[src/rtl/cdb_age_arbiter_pkg.sv]
// rtl/cdb_age_arbiter_pkg.sv - shared CDB payload type and arbiter constants
//
// Purpose: holds the CDB payload struct, the requester count, the requester
//          index map and the default starvation limit used by the arbiter.
// Ports:   none (package)
package cdb_age_arbiter_pkg;

    // CDB broadcast payload: ROB tag plus result value.
    typedef struct packed {
        logic [5:0]  tag;
        logic [31:0] data;
    } cdb_t;

    localparam int NUM_CDB_REQ = 5;

    // Requester indices; a lower index has a higher base priority.
    localparam int CDB_REQ_BR  = 0;
    localparam int CDB_REQ_MEM = 1;
    localparam int CDB_REQ_DIV = 2;
    localparam int CDB_REQ_MUL = 3;
    localparam int CDB_REQ_ALU = 4;

    localparam int CDB_STARVE_LIMIT = 8;

endpackage

[src/rtl/cdb_wait_ctr.sv]
// rtl/cdb_wait_ctr.sv - saturating per-requester wait counter
//
// Purpose: counts the cycles a requester has waited ungranted; saturates at LIMIT.
//          Priority of controls: clear > hold > inc.
// Ports:
//   clk, rst  clock, asynchronous active-high reset
//   clear     return the count to zero
//   hold      keep the current count
//   inc       advance the count by one, stopping at LIMIT
//   sat       count has reached LIMIT
module cdb_wait_ctr #(
    parameter int LIMIT = 8,
    parameter int CNT_W = $clog2(LIMIT + 1)
) (
    input  logic clk,
    input  logic rst,
    input  logic clear,
    input  logic hold,
    input  logic inc,
    output logic sat
);

    logic [CNT_W-1:0] r_cnt;

    always_ff @(posedge clk or posedge rst) begin
        if (rst) begin
            r_cnt <= '0;
        end else if (clear) begin
            r_cnt <= '0;
        end else if (hold) begin
            r_cnt <= r_cnt;
        end else if (inc && (r_cnt != CNT_W'(LIMIT))) begin
            r_cnt <= r_cnt + CNT_W'(1);
        end
    end

    assign sat = (r_cnt == CNT_W'(LIMIT));

endmodule

[src/rtl/cdb_age_arbiter.sv]
// rtl/cdb_age_arbiter.sv - fixed-priority CDB arbiter with starvation promotion
//
// Purpose: grants one CDB writeback slot per cycle among NUM_REQ functional
//          units (0=br, 1=mem, 2=div, 3=mul, 4=alu). Lowest index wins, except
//          that any requester whose wait counter has saturated is served first.
//          The granted payload is registered onto the CDB for one cycle.
// Optional feature: macro CDB_ARB_PERF_EN adds perf_grant_cnt / perf_starve_cnt.
// Ports:
//   clk, rst         clock, asynchronous active-high reset
//   flush            synchronous pipeline flush (no grant, counters cleared)
//   cdb_stall        consumer backpressure (no grant, counters held)
//   req_valid/data   per-requester result handshake and payload
//   req_ready        one-hot-or-zero grant
//   cdb_out(_valid)  registered broadcast
//   perf_grant_cnt   per-requester transfer count    (CDB_ARB_PERF_EN only)
//   perf_starve_cnt  grants taken from starved path  (CDB_ARB_PERF_EN only)
module cdb_age_arbiter
    import cdb_age_arbiter_pkg::*;
#(
    parameter int NUM_REQ      = NUM_CDB_REQ,
    parameter int STARVE_LIMIT = CDB_STARVE_LIMIT,
    parameter int CNT_W        = $clog2(STARVE_LIMIT + 1)
) (
    input  logic               clk,
    input  logic               rst,
    input  logic               flush,
    input  logic               cdb_stall,
    input  logic [NUM_REQ-1:0] req_valid,
    input  cdb_t               req_data [NUM_REQ],
    output logic [NUM_REQ-1:0] req_ready,
    output cdb_t               cdb_out,
    output logic               cdb_out_valid
`ifdef CDB_ARB_PERF_EN
    ,
    output logic [31:0]        perf_grant_cnt [NUM_REQ],
    output logic [31:0]        perf_starve_cnt
`endif
);

    logic [NUM_REQ-1:0] w_sat;
    logic [NUM_REQ-1:0] w_starved;
    logic [NUM_REQ-1:0] w_pick;
    logic               w_en;
    logic               w_xfer;
    cdb_t               w_payload;
    cdb_t               r_cdb_out;
    logic               r_cdb_out_valid;

    assign w_starved = req_valid & w_sat;
    assign w_en      = !rst && !flush && !cdb_stall;

    // Starved requesters shadow the normal ones; the lowest set bit of the
    // chosen set is the grant (x & -x isolates it).
    assign w_pick    = (|w_starved) ? w_starved : req_valid;
    assign req_ready = w_en ? (w_pick & (~w_pick + NUM_REQ'(1))) : '0;
    assign w_xfer    = |req_ready;

    always_comb begin
        w_payload = '0;
        for (int i = 0; i < NUM_REQ; i++) begin
            if (req_ready[i]) begin
                w_payload = req_data[i];
            end
        end
    end

    for (genvar gi = 0; gi < NUM_REQ; gi++) begin : g_ctr
        cdb_wait_ctr #(
            .LIMIT (STARVE_LIMIT),
            .CNT_W (CNT_W)
        ) u_ctr (
            .clk   (clk),
            .rst   (rst),
            .clear (flush || !req_valid[gi] || req_ready[gi]),
            .hold  (cdb_stall),
            .inc   (req_valid[gi]),
            .sat   (w_sat[gi])
        );
    end

    // Payload is zeroed on idle cycles so a stale broadcast is never held.
    always_ff @(posedge clk or posedge rst) begin
        if (rst) begin
            r_cdb_out       <= '0;
            r_cdb_out_valid <= 1'b0;
        end else begin
            r_cdb_out       <= w_payload;
            r_cdb_out_valid <= w_xfer;
        end
    end

    assign cdb_out       = r_cdb_out;
    assign cdb_out_valid = r_cdb_out_valid;

`ifdef CDB_ARB_PERF_EN
    logic [31:0] r_perf_grant [NUM_REQ];
    logic [31:0] r_perf_starve;

    always_ff @(posedge clk or posedge rst) begin
        if (rst) begin
            for (int i = 0; i < NUM_REQ; i++) begin
                r_perf_grant[i] <= '0;
            end
            r_perf_starve <= '0;
        end else begin
            for (int i = 0; i < NUM_REQ; i++) begin
                if (req_ready[i]) begin
                    r_perf_grant[i] <= r_perf_grant[i] + 32'd1;
                end
            end
            if (w_xfer && (|w_starved)) begin
                r_perf_starve <= r_perf_starve + 32'd1;
            end
        end
    end

    assign perf_grant_cnt  = r_perf_grant;
    assign perf_starve_cnt = r_perf_starve;
`endif

endmodule
[config.mk]
export PLATFORM = sky130hd
export DESIGN_NAME = cdb_age_arbiter
export DESIGN_NICKNAME = d
export VERILOG_FILES = /design/src/rtl/cdb_age_arbiter_pkg.sv /design/src/rtl/cdb_wait_ctr.sv /design/src/rtl/cdb_age_arbiter.sv
export SDC_FILE = /design/constraint.sdc
export NUM_CORES = 1
export LEC_CHECK = 0
export ABC_AREA = 1
export CELL_PAD_IN_SITES_DETAIL_PLACEMENT = 0
export CELL_PAD_IN_SITES_GLOBAL_PLACEMENT = 1
export CORE_MARGIN = 5
export CORE_UTILIZATION = 22
export CTS_CLUSTER_SIZE = 25
export DETAILED_ROUTE_END_ITERATION = 10
export GPL_TIMING_DRIVEN = 0
export PLACE_DENSITY_LB_ADDON = 0.1
export SLEW_MARGIN = 25
export SYNTH_ARGS = -nofsm -noshare
export SYNTH_HDL_FRONTEND = slang
export SYNTH_SLANG_ARGS = --single-unit
[constraint.sdc]
create_clock -name clk -period 2.4 [get_ports clk]
set_input_delay 0.72 -clock clk [delete_from_list [all_inputs] [get_ports clk]]
set_output_delay 0.72 -clock clk [all_outputs]
set_load 0.01 [all_outputs]
==> impl_metrics.ini <==
[cells_and_area]
fill_cells = 1729
multi_input_area_um2 = 2125
design_area_um2 = 7430
num-nets-final = 1084
regArea_um2 = 1476
area_delta_synth_final_pct = 95.20
drive_gt1_frac = 0.1517

[logic_synthesis]
ys_warn_count = 0
syn_inst = 579
synthFlopType = dfrtp_1
syn_area_per_cell_um2 = 6.574
yosysSeqAreaShare = 0.3879
yosysMostFrequentCell = nand2_1
synth-edff-count = 0
synth_cell_types = 21
synthTopCellsByArea = dfrtp_1 39%, nand2_1 18%, nand3_1 13%
synth.top_cells.by_count = 178 x nand2_1, 101 x nor2_1, 96 x nand3_1
synth_top_area_frac = 0.3879
synth-seq-cells = 59
syn_area_um2 = 3806
synthesis.nets = 788
async_reset_ff_frac = 1.000
synth_top_area_cell = dfrtp_1

[clocking]
root_buffer = clkbuf_16
cts_tree = yes
cts.clk_slew.worst_paths_ns = 0.05
htree_levels = 3
cts_buffers = 9
clock_sink_count = 59
clk-insertion-delay-late_ns = 0.33
hold_buffers = 0
clockBufferDepth = 2

[die]
core-area_um2 = 17120
dieWidth_um = 141.5
dieHeight_um = 141.5
floorplan.io_pins = 243
start_util = 0.2224
core.rowCount = 48
die-area_um2 = 20030

[timing]
slew_viol_final = 0
period_share = 1.196
relSlewSlack = 0.6958
fmax_mhz = 348.3
hold_viol_final = 0
rsz0062_at_grt = yes
setup_violations = 5
tightestPinTransition_ns = 0.4564
layout_setup_ws_ns = -0.4712
finClkSkew_ns = 0.003896
post-route-min-period_ns = 2.871

[run]
drv_cap = 0

[worst_setup_path]
end_kind = primary output
path_class = flip-flop to primary output
path_max_fanout = 3
worstPathRequired_ns = 1.68
critPathLaunchType = flip-flop
critPathLaunch = g_ctr[0].u_ctr.r_cnt[0]$_DFFE_PP0P_
cp.arrival_ns = 2.15
rr_startpoint = g_ctr[0].u_ctr.r_cnt[0]$_DFFE_PP0P_

[pwr]
power_density_nw_per_um2 = 377.9
ir_worst_vdd_v = 0.0003101
leakage_nw = 3.617

[global_route]
grt_max_degree = 44
grt_pass1_wl_um = 26250
grtUsageTotal = 0.1722
grt_pass1_vias = 4800
grt.overflow.total = 0
antenna_found_initial = 1

[outcome]
status = finished with violations
violations = negative setup slack

[drt]
wl_um = 17580
antenna_left = 0
avgViaCountPerCell = 4.214
num_vias = 4648
drc = 0
post_drt_wl_per_cell_um = 15.94
drt_iter0_markers = 137
first_pass_iters = 4

[placed_design]
globalplace.congestion = 0.8663
dpl.hpwl_um = 13180
dpl_cell_area_um2 = 6545
post-place-ws_ns = -1.528
io_buffers = 242

[hold_path]
hp-class = primary input to async pin
==> metrics by stage <==
step	hold slack [ns]	instances	utilization	setup TNS, ns	total power, mW
6_report	0.5347	1103	0.4341	-1.876	2.808
5_1_grt	0.5575	1103	0.4341	-2.627	2.950
4_1_cts	0.5401	1096	0.4231	-1.945	2.837
3_5_place_dp	0.5664	1047	0.3824	-34.79	1.626
3_3_place_gp	0.5551	1046	0.3806	-111.56	1.618
2_1_floorplan	0.5412	579	-	0	1.190
==> routing by layer <==
metal  global-route usage  up-vias  share of wire
li1                     -     2377              -
met1               0.1976     2080           0.40
met2               0.2988      170           0.50
met3              0.05359       21          0.079
met4              0.06717        0          0.021
met5                    0        -              0
==> cell families (layout without fill, tap and decap cells) <==
group / Yosys count / in the layout / share of synthesized area
fa+ha+maj: 10 / 10 / 0.03287
compound gates: 9 / 9 / 0.01183
xor+xnor: 12 / 12 / 0.02761
other cells: 0 / 1 / 0
flops: 59 / 59 / 0.3879
simple gates: 392 / 392 / 0.4303
buf+inv: 97 / 395 / 0.1095
==> worst paths after layout <==
kind | end | cells past startpoint | slack, ns
max | req_ready[4] | 13 | -0.47
min | cdb_out[2]$_DFF_PP0_ | 2 | 0.53
max reg2reg | cdb_out[11]$_DFF_PP0_ | 16 | 0.11
min reg2reg | g_ctr[1].u_ctr.r_cnt[3]$_DFFE_PP0P_ | 2 | 0.58
max in group asynchronous | cdb_out[19]$_DFF_PP0_ | 3 | 1.33
min in group clk | g_ctr[1].u_ctr.r_cnt[3]$_DFFE_PP0P_ | 2 | 0.58
==> repair_timing <==
item	4_1_cts	5_1_grt
setup buffers	36	14
cloned	0	0
gates resized for setup	90	60
pin swaps	18	23
setup endpoints to repair	51	47
==> worst max-delay path, stage by stage (launching register included) <==
cell and delay [ns]:
dfrtp_1 0.38, inv_2 0.07, ha_2 0.18, nand4_1 0.15, nand2_2 0.18, inv_4 0.06
nand3_4 0.09, nand2_4 0.08, nor2_4 0.12, buf_6 0.12, nand2_4 0.05, nor2_4 0.12
buf_8 0.12, buf_6 0.10
==> layout by cell type, fill, tap and decap left out, types with 2 or more instances in the layout <==
| cell type | synthesis | routed |
|---|---|---|
| clkbuf_16 | 0 | 9 |
| nand2_2 | 3 | 4 |
| inv_4 | 0 | 4 |
| nand2_4 | 0 | 5 |
| ha_1 | 10 | 5 |
| ha_4 | 0 | 2 |
| buf_8 | 0 | 4 |
| dfrtp_1 | 59 | 59 |
| nand3_4 | 0 | 3 |
| a21oi_1 | 5 | 4 |
| clkdlybuf4s50_1 | 0 | 229 |
| nand3_1 | 96 | 91 |
| buf_4 | 6 | 39 |
| clkbuf_1 | 4 | 4 |
| ha_2 | 0 | 3 |
| nor2_4 | 1 | 6 |
| buf_2 | 12 | 3 |
| inv_2 | 6 | 12 |
| inv_1 | 67 | 57 |
| nor2_1 | 101 | 96 |
| nand3_2 | 1 | 3 |
| buf_6 | 2 | 20 |
| nor3_1 | 4 | 3 |
| clkbuf_2 | 0 | 6 |
| nand2_1 | 178 | 171 |
| nand4_1 | 7 | 7 |
| dlygate4sd2_1 | 0 | 3 |
| xor2_1 | 12 | 12 |
==> final cells by class <==
cell class,count,area share
Timing Repair Buffer,288,0.3769
Multi-Input combinational cell,423,0.2860
Sequential cell,59,0.1987
Inverter,73,0.03823
Tap cell,225,0.03789
Clock buffer,13,0.03368
Buffer,21,0.02829
Antenna cell,1,0.0003368
==> flip-flops by register name (all words and copies together) (netlist names) <==
| register | flops |
|---|---|
| cdb_out | 38 |
| cdb_out_valid | 1 |
| g_ctr.u_ctr.r_cnt | 20 |
==> report_power, final <==
group	total (mW)	internal [mW]	switching [mW]
registers	1.03	1.02	0.0103
clock network	1.15	0.710	0.440
logic	0.623	0.401	0.222
total	2.81	2.14	0.672
Note: power is estimated with default switching activity, not from simulation.
